<file path="src/rtl/store_issue_ctrl_pkg.sv">
// Shared opcode constants, instruction bundle and store FSM state
// for the data-memory store path.
package store_issue_ctrl_pkg;

    localparam int XLEN = 32;

    localparam logic [6:0] STORE_OP = 7'b0100011;
    localparam logic [6:0] LOAD_OP  = 7'b0000011;

    localparam logic [2:0] LS_BYTE = 3'b000;
    localparam logic [2:0] LS_HALF = 3'b001;
    localparam logic [2:0] LS_WORD = 3'b010;

    typedef enum logic [1:0] {
        IDLE,
        REQ,
        DONE
    } store_state_t;

    typedef struct packed {
        logic [6:0]      opcode;
        logic [2:0]      funct3;
        logic [XLEN-1:0] imm;
        logic [XLEN-1:0] inst_addr;
    } inst_t;

endpackage

</file>
<file path="src/rtl/store_lane_align.sv">
// Maps a store's size and byte address onto byte lanes;
// flags misaligned or unknown-size stores as illegal.
module store_lane_align
    import store_issue_ctrl_pkg::*;
#(
    parameter int word_width = 32,
    localparam int lane_count = word_width / 8
) (
    input  logic [2:0]            funct3,
    input  logic [word_width-1:0] alu_result,
    input  logic [word_width-1:0] store_data,
    output logic [lane_count-1:0] be,
    output logic [word_width-1:0] wdata,
    output logic [word_width-1:0] aligned_addr,
    output logic                  illegal
);

    localparam int lb = $clog2(lane_count);

    logic [lb-1:0] a;

    assign a = alu_result[lb-1:0];
    assign aligned_addr = {alu_result[word_width-1:lb], {lb{1'b0}}};

    always_comb begin
        be      = '0;
        wdata   = '0;
        illegal = 1'b0;
        unique case (1'b1)
            (funct3 == LS_BYTE): begin
                be    = lane_count'(1) << a;
                wdata = {lane_count{store_data[7:0]}};
            end
            (funct3 == LS_HALF): begin
                illegal = a[0];
                be      = lane_count'(3) << a;
                wdata   = {(lane_count / 2){store_data[15:0]}};
            end
            (funct3 == LS_WORD): begin
                illegal = (a != '0);
                be      = '1;
                wdata   = store_data;
            end
            default: illegal = 1'b1;
        endcase
    end

endmodule

</file>
<file path="src/rtl/store_issue_ctrl.sv">
// Store issue FSM: registers one aligned write, holds it until
// the memory acks, stalls upstream meanwhile, pulses done/fault.
module store_issue_ctrl
    import store_issue_ctrl_pkg::*;
#(
    parameter int word_width = 32,
    localparam int lane_count = word_width / 8
) (
    input  logic                  clk,
    input  logic                  rst_n,
    input  inst_t                 curr_inst,
    input  logic                  inst_valid,
    input  logic [word_width-1:0] alu_result,
    input  logic                  alu_result_valid,
    input  logic [word_width-1:0] store_data,
    output logic                  mem_req,
    output logic [word_width-1:0] mem_addr,
    output logic [word_width-1:0] mem_wdata,
    output logic [lane_count-1:0] mem_be,
    input  logic                  mem_ack,
    output logic                  stall,
    output logic                  store_done,
    output logic                  store_fault
);

    store_state_t state, state_next;

    logic [lane_count-1:0] al_be;
    logic [word_width-1:0] al_wdata;
    logic [word_width-1:0] al_addr;
    logic                  al_illegal;
    logic                  present;
    logic                  accept_ok;
    logic                  unused_inst;

    assign unused_inst = ^{curr_inst.imm, curr_inst.inst_addr};

    store_lane_align #(
        .word_width(word_width)
    ) u_align (
        .funct3      (curr_inst.funct3),
        .alu_result  (alu_result),
        .store_data  (store_data),
        .be          (al_be),
        .wdata       (al_wdata),
        .aligned_addr(al_addr),
        .illegal     (al_illegal)
    );

    // DONE counts as idle for accepting the next store
    assign present = (state != REQ) && inst_valid
                  && alu_result_valid
                  && (curr_inst.opcode == STORE_OP);
    assign accept_ok = present && !al_illegal;

    always_ff @(posedge clk or negedge rst_n) begin
        if (!rst_n) state <= IDLE;
        else        state <= state_next;
    end

    always_comb begin
        state_next = state;
        unique case (state)
            IDLE:    if (accept_ok) state_next = REQ;
            REQ:     if (mem_ack)   state_next = DONE;
            DONE:    state_next = accept_ok ? REQ : IDLE;
            default: state_next = IDLE;
        endcase
    end

    always_comb begin
        mem_req    = (state == REQ);
        stall      = (state == REQ);
        store_done = (state == DONE);
    end

    always_ff @(posedge clk or negedge rst_n) begin
        if (!rst_n) begin
            mem_addr    <= '0;
            mem_wdata   <= '0;
            mem_be      <= '0;
            store_fault <= 1'b0;
        end else begin
            store_fault <= present && al_illegal;
            if (accept_ok) begin
                mem_addr  <= al_addr;
                mem_wdata <= al_wdata;
                mem_be    <= al_be;
            end
        end
    end

endmodule

</file>
<file path="config.mk">
export PLATFORM = sky130hd
export DESIGN_NAME = store_issue_ctrl
export DESIGN_NICKNAME = d
export VERILOG_FILES = /design/src/rtl/store_issue_ctrl_pkg.sv /design/src/rtl/store_lane_align.sv /design/src/rtl/store_issue_ctrl.sv
export SDC_FILE = /design/constraint.sdc
export NUM_CORES = 1
export LEC_CHECK = 0
export CORE_ASPECT_RATIO = 1.5
export CORE_MARGIN = 2
export CORE_UTILIZATION = 35
export CTS_CLUSTER_SIZE = 40
export DETAILED_ROUTE_END_ITERATION = 6
export GPL_ROUTABILITY_DRIVEN = 0
export PLACE_DENSITY = 0.75
export SETUP_SLACK_MARGIN = 0.15
export SLEW_MARGIN = 20
export SYNTH_ARGS = -nofsm -noshare
export SYNTH_HDL_FRONTEND = slang
export SYNTH_HIERARCHICAL = 1
export SYNTH_SLANG_ARGS = --single-unit
</file>
<file path="constraint.sdc">
create_clock -name clk -period 1.9 [get_ports clk]
set_input_delay 0.38 -clock clk [delete_from_list [all_inputs] [get_ports clk]]
set_output_delay 0.38 -clock clk [all_outputs]
set_load 0.02 [all_outputs]
</file>
# Word-level counts from Yosys, hierarchy flattened
# Cells that the tools add are included.
# word_totals
ff_bits	69
# classes
mux	7
reduce_logical	10
n_eq_ne	8
n_shift	2
# ops
op	n
$pmux W32 S3	1
$pmux W4 S3	1
$eq A7 B6 Y1 const B	1
$pmux W2 S3	1
$logic_and A1 B1 Y1	5
$mux W2	2
$ne A2 B1 Y1 const B	2
$shl A1 B2 Y4 const A	1
$shl A2 B2 Y4 const A	1
$eq A3 B1 Y1 const B	1
$eq A3 B2 Y1 const B	1
$logic_not A3 Y1	1
$pmux W1 S3	1
$eq A2 B1 Y1 const B	1
$eq A2 B2 Y1 const B	1
$logic_not A2 Y1	1
$ne A2 B2 Y1 const B	1
$reduce_and A2 Y1	1
$reduce_bool A2 Y1	1
$logic_not A1 Y1	1
$mux W1	1

# Logic depth before layout (Yosys ltp)
# depth
ltp_word	7
depth_mapped	9
mapped_depth_nobuf	5

# Cells and area by module
# The synthesis kept the hierarchy.
# by_module_without_submodules
module	n_inst	seq_area_each_um2	cells_per_inst	area_each_um2
store_issue_ctrl	1	1776.7	160	2702.6
store_lane_align	1	0.0	132	958.4

# Least setup slack after synthesis
# No wires, ideal clock.
# synth_timing
path_type	input to register
from	input port curr_inst[65] (netlist bit)
to	register, netlist name mem_addr[0]
t_required_ps	1773
setup_ps	127
arrival_time_ps	2109
slack_ps	-337
stages	8
path_cell_list	buf_4 -> buf_6 -> o32a_1 -> nand4b_1 -> nor4_4 -> buf_4 -> buf_6 -> mux2_1
# synth_rtl
element	line_no	text
start, declared	store_issue_ctrl.sv:11	input inst_t curr_inst,

# Final worst setup path
# layout_timing
from	input port curr_inst[66] (netlist bit)
to	register mem_wdata[21]
# layout_between
elab_chain_cells	4
# layout_lines
element	line_no	text
$eq A3 B2 Y1, or another cell as far along	store_lane_align.sv:39	(funct3 == LS_WORD): begin
$pmux W1 S3 *	store_lane_align.sv:29	unique case (1'b1)
named net al_illegal	store_issue_ctrl.sv:31	logic al_illegal;
$logic_not A1 Y1 *	store_issue_ctrl.sv:54	assign accept_ok = present && !al_illegal;
$logic_and A1 B1 Y1 *	store_issue_ctrl.sv:54	
end signal, assigned	store_issue_ctrl.sv:87	mem_wdata <= al_wdata;
end, declared	store_issue_ctrl.sv:18	output logic [word_width-1:0] mem_wdata,
# The timed path passes the listed nets; every way through them passes the cells marked *.
# A chain may end at the register's enable or synchronous reset.

==> impl_metrics.csv <==
group,metric,value,unit
sta,tightest_slew,0.7024,ns
detailed_routing,wl_per_cell,19.82,um
die,start_util,0.3612,
pwr,ir_worst_vdd,438.5,uV
detailed_routing,drc_errors,0,
global_route,grt_use_total,0.2025,
sta,holdWs,0.01120,ns
cts,clk_pin_slew,0.06,ns
die,ios,215,
placed_design,place_hpwl,6.864,mm
detailed_routing,first_pass_iters,4,
critical_path,crit_type,"input port to flip-flop",
synthesis,synthesis.area,3661,um^2
critical_path,cp.required,2.10,ns
outcome,violations,"negative setup slack",
pwr,p_per_area,600.1,nW/um^2
finish,nNetsFinal,585,
finish,final_cell_mix,"clkdlybuf4s50_1 (136), dfrtp_1 (71), mux2_4 (59)",
synthesis,avgSynthCellArea,12.54,um^2
die,row_count,45,
global_route,grt_overflow,0,
detailed_routing,wirelength,11.18,mm
finish,fillers,833,
cts,cts_root_buf,"clkbuf_16",
sta,skew,0.005281,ns
pwr,p_sw,0.8288,mW
finish,layout_commonest_cell,"clkdlybuf4s50_1",
job,cap_violations,0,
finish,num_antenna_cells,0,
critical_path,cp_data_arrival_time,2.31,ns
global_route,antenna_found_initial,0,
global_route,grt_pass1_vias,3218,
finish,area_delta_synth_final,65.38,%
die,die-area,11310,um^2
synthesis,ys_types,31,
synthesis,seq_area_frac_synth,0.4853,
outcome,status,"complete, but fails checks",
sta,period_minus_slack,2.108,ns
die,die_h,129.3,um
synthesis,ys.warnings.count,6,
detailed_routing,ant_nets,0,
synthesis,ys_ff_latch,71,
detailed_routing,vias,2886,
pwr,power_frac_clock,0.450,
die,die_w,87.51,um
die,core,10130,um^2
critical_path,worst_setup_path_end_kind,"flip-flop",
global_route,grt_pass1_wl,17.31,mm
critical_path,crit_path_start_kind,"input port",
critical_path,worstPathMaxFanout,6,
sta,post-route-period-util,1.109,
min_path,hold_class,"input port to asynchronous set/reset pin",
cts,clock_latency,0.32,ns
pwr,p_int,2.805,mW
placed_design,portBuffers,150,
sta,finalSetupViolations,68,
sta,relSlewSlack,0.5317,
cts,h-tree-depth,3,
sta,fmax,474.4,MHz
cts,cts_tree,"done",
synthesis,synth_cells,292,
finish,drive_gt1_frac,0.3065,
detailed_routing,initialDrtViolationCount,121,
sta,hold_violations,0,
cts,clkSinkCount,71,
sta,finalMaxSlewViolations,0,
detailed_routing,via_per_inst,5.117,
pwr,power,3.633,mW
sta,setup_slack,-0.2078,ns
pwr,p_leak,2.700,nW
cts,postCtsHoldBufs,0,
cts,clk_path_buf_depth,2,
cts,cts_buffers,9,
global_route,grt_max_degree,47,
pwr,power_frac_comb,0.126,
sta,rsz0062_at_grt,"true",
pwr,swShare,0.2281,
pwr,seq_power_share,0.424,
layout make-up:
cell class	instances	area (um^2)	area share
timing repair buffer	191	2113	0.3490
multi-input combinational	168	1724	0.2848
clock inverter	6	61.31	0.01013
clock buffer	10	229.0	0.03782
tap	117	146.4	0.02418
inverter	1	3.754	0.0006200
sequential	71	1777	0.2934
cell usage after synthesis, drive strengths merged:
| master | n | area share |
|---|---|---|
| or2 | 1 | 0.0017 |
| nor2 | 1 | 0.0010 |
| nand4b | 1 | 0.0024 |
| o21ba | 1 | 0.0027 |
| conb | 1 | 0.0010 |
| or3 | 1 | 0.0017 |
| mux2 | 68 | 0.21 |
| a21oi | 10 | 0.014 |
| dfrtp | 71 | 0.49 |
| nor4 | 2 | 0.0075 |
| o22ai | 16 | 0.027 |
| nor2b | 3 | 0.0051 |
| and2 | 10 | 0.017 |
| or4b | 1 | 0.0038 |
| buf | 49 | 0.10 |
| inv | 1 | 0.0010 |
| o31a | 1 | 0.0024 |
| nand2b | 10 | 0.017 |
| clkbuf | 4 | 0.0044 |
| and3b | 1 | 0.0024 |
| o32a | 1 | 0.0027 |
| mux2i | 16 | 0.044 |
| o21a | 4 | 0.0082 |
| nand3 | 1 | 0.0014 |
| a22o | 1 | 0.0024 |
| nand3b | 16 | 0.033 |
routing by layer:
layer,wire length [um],part of all wire,track usage,up-vias
met5,0,0,0,-
met4,264,0.024,0.07149,0
met3,758,0.068,0.05605,13
met2,6085,0.54,0.3766,123
met1,4069,0.36,0.2142,1442
li1,-,-,-,1308
flip-flops by register name, summed over array words and instances (netlist names):
name	cells
mem_addr	32
store_fault	1
mem_be	4
mem_wdata	32
state	2
worst paths after layout:
kind / startpoint / endpoint / slack, ns / depth (start not counted)
setup / recovery: curr_inst[66] / mem_wdata[21] / -0.21 / 12
hold / removal: rst_n / mem_wdata[6] / 0.01 / 1
setup reg to reg: state[0] / mem_wdata[21] / -0.03 / 9
hold reg to reg: mem_addr[8] / mem_addr[8] / 0.51 / 1
max in group asynchronous: rst_n / mem_wdata[24] / 1.32 / 2
min in group clk: mem_addr[8] / mem_addr[8] / 0.51 / 1
per-stage QoR:
step / setup slack (ns) / util / instances / area (um^2) / setup TNS (ns)
CTS: -0.2290 / 0.5981 / 564 / 6062 / -10.64
global placement: -0.7716 / 0.4991 / 521 / 5059 / -51.66
finish: -0.2078 / 0.5974 / 564 / 6055 / -8.584
floorplan: -0.3111 / - / 293 / 3672 / -18.93
global route: -0.2650 / 0.5974 / 564 / 6055 / -12.64
detailed placement: -0.8191 / 0.4991 / 521 / 5059 / -54.50
timing repair:
action,in CTS,in global routing
hold endpoints to repair,0,0
buffers inserted,17,0
setup endpoints to repair,71,72
gates resized for setup,102,10
pin swaps,4,3
cloned,10,0
cells by family after synthesis:
| family | Yosys count | synth area share |
|---|---|---|
| muxes | 84 | 0.2529 |
| DFF | 71 | 0.4853 |
| buffers and inverters | 54 | 0.1073 |
| and+or+nand+nor | 48 | 0.09399 |
| AOI/OAI and AO/OA | 34 | 0.05947 |
| other | 1 | 0.001024 |
power by group through the flow:
stage	Combinational [mW]	Sequential [mW]	Clock (mW)
2_1_floorplan	0.188	1.59	0
3_3_place_gp	0.432	1.56	0
3_5_place_dp	0.438	1.57	0
4_1_cts	0.458	1.54	1.68
5_1_grt	0.491	1.54	1.75
6_report	0.459	1.54	1.64
critical path, cell delays in order:
cell and delay [ns]:
buf_8 0.10, buf_6 0.10, o32a_1 0.33, nand4b_1 0.23, nor4_4 0.18, buf_6 0.14
buf_6 0.09, buf_12 0.12, buf_4 0.12, buf_12 0.09, buf_16 0.11, mux2_4 0.29
No activity file was read; power rests on OpenSTA's default activity.
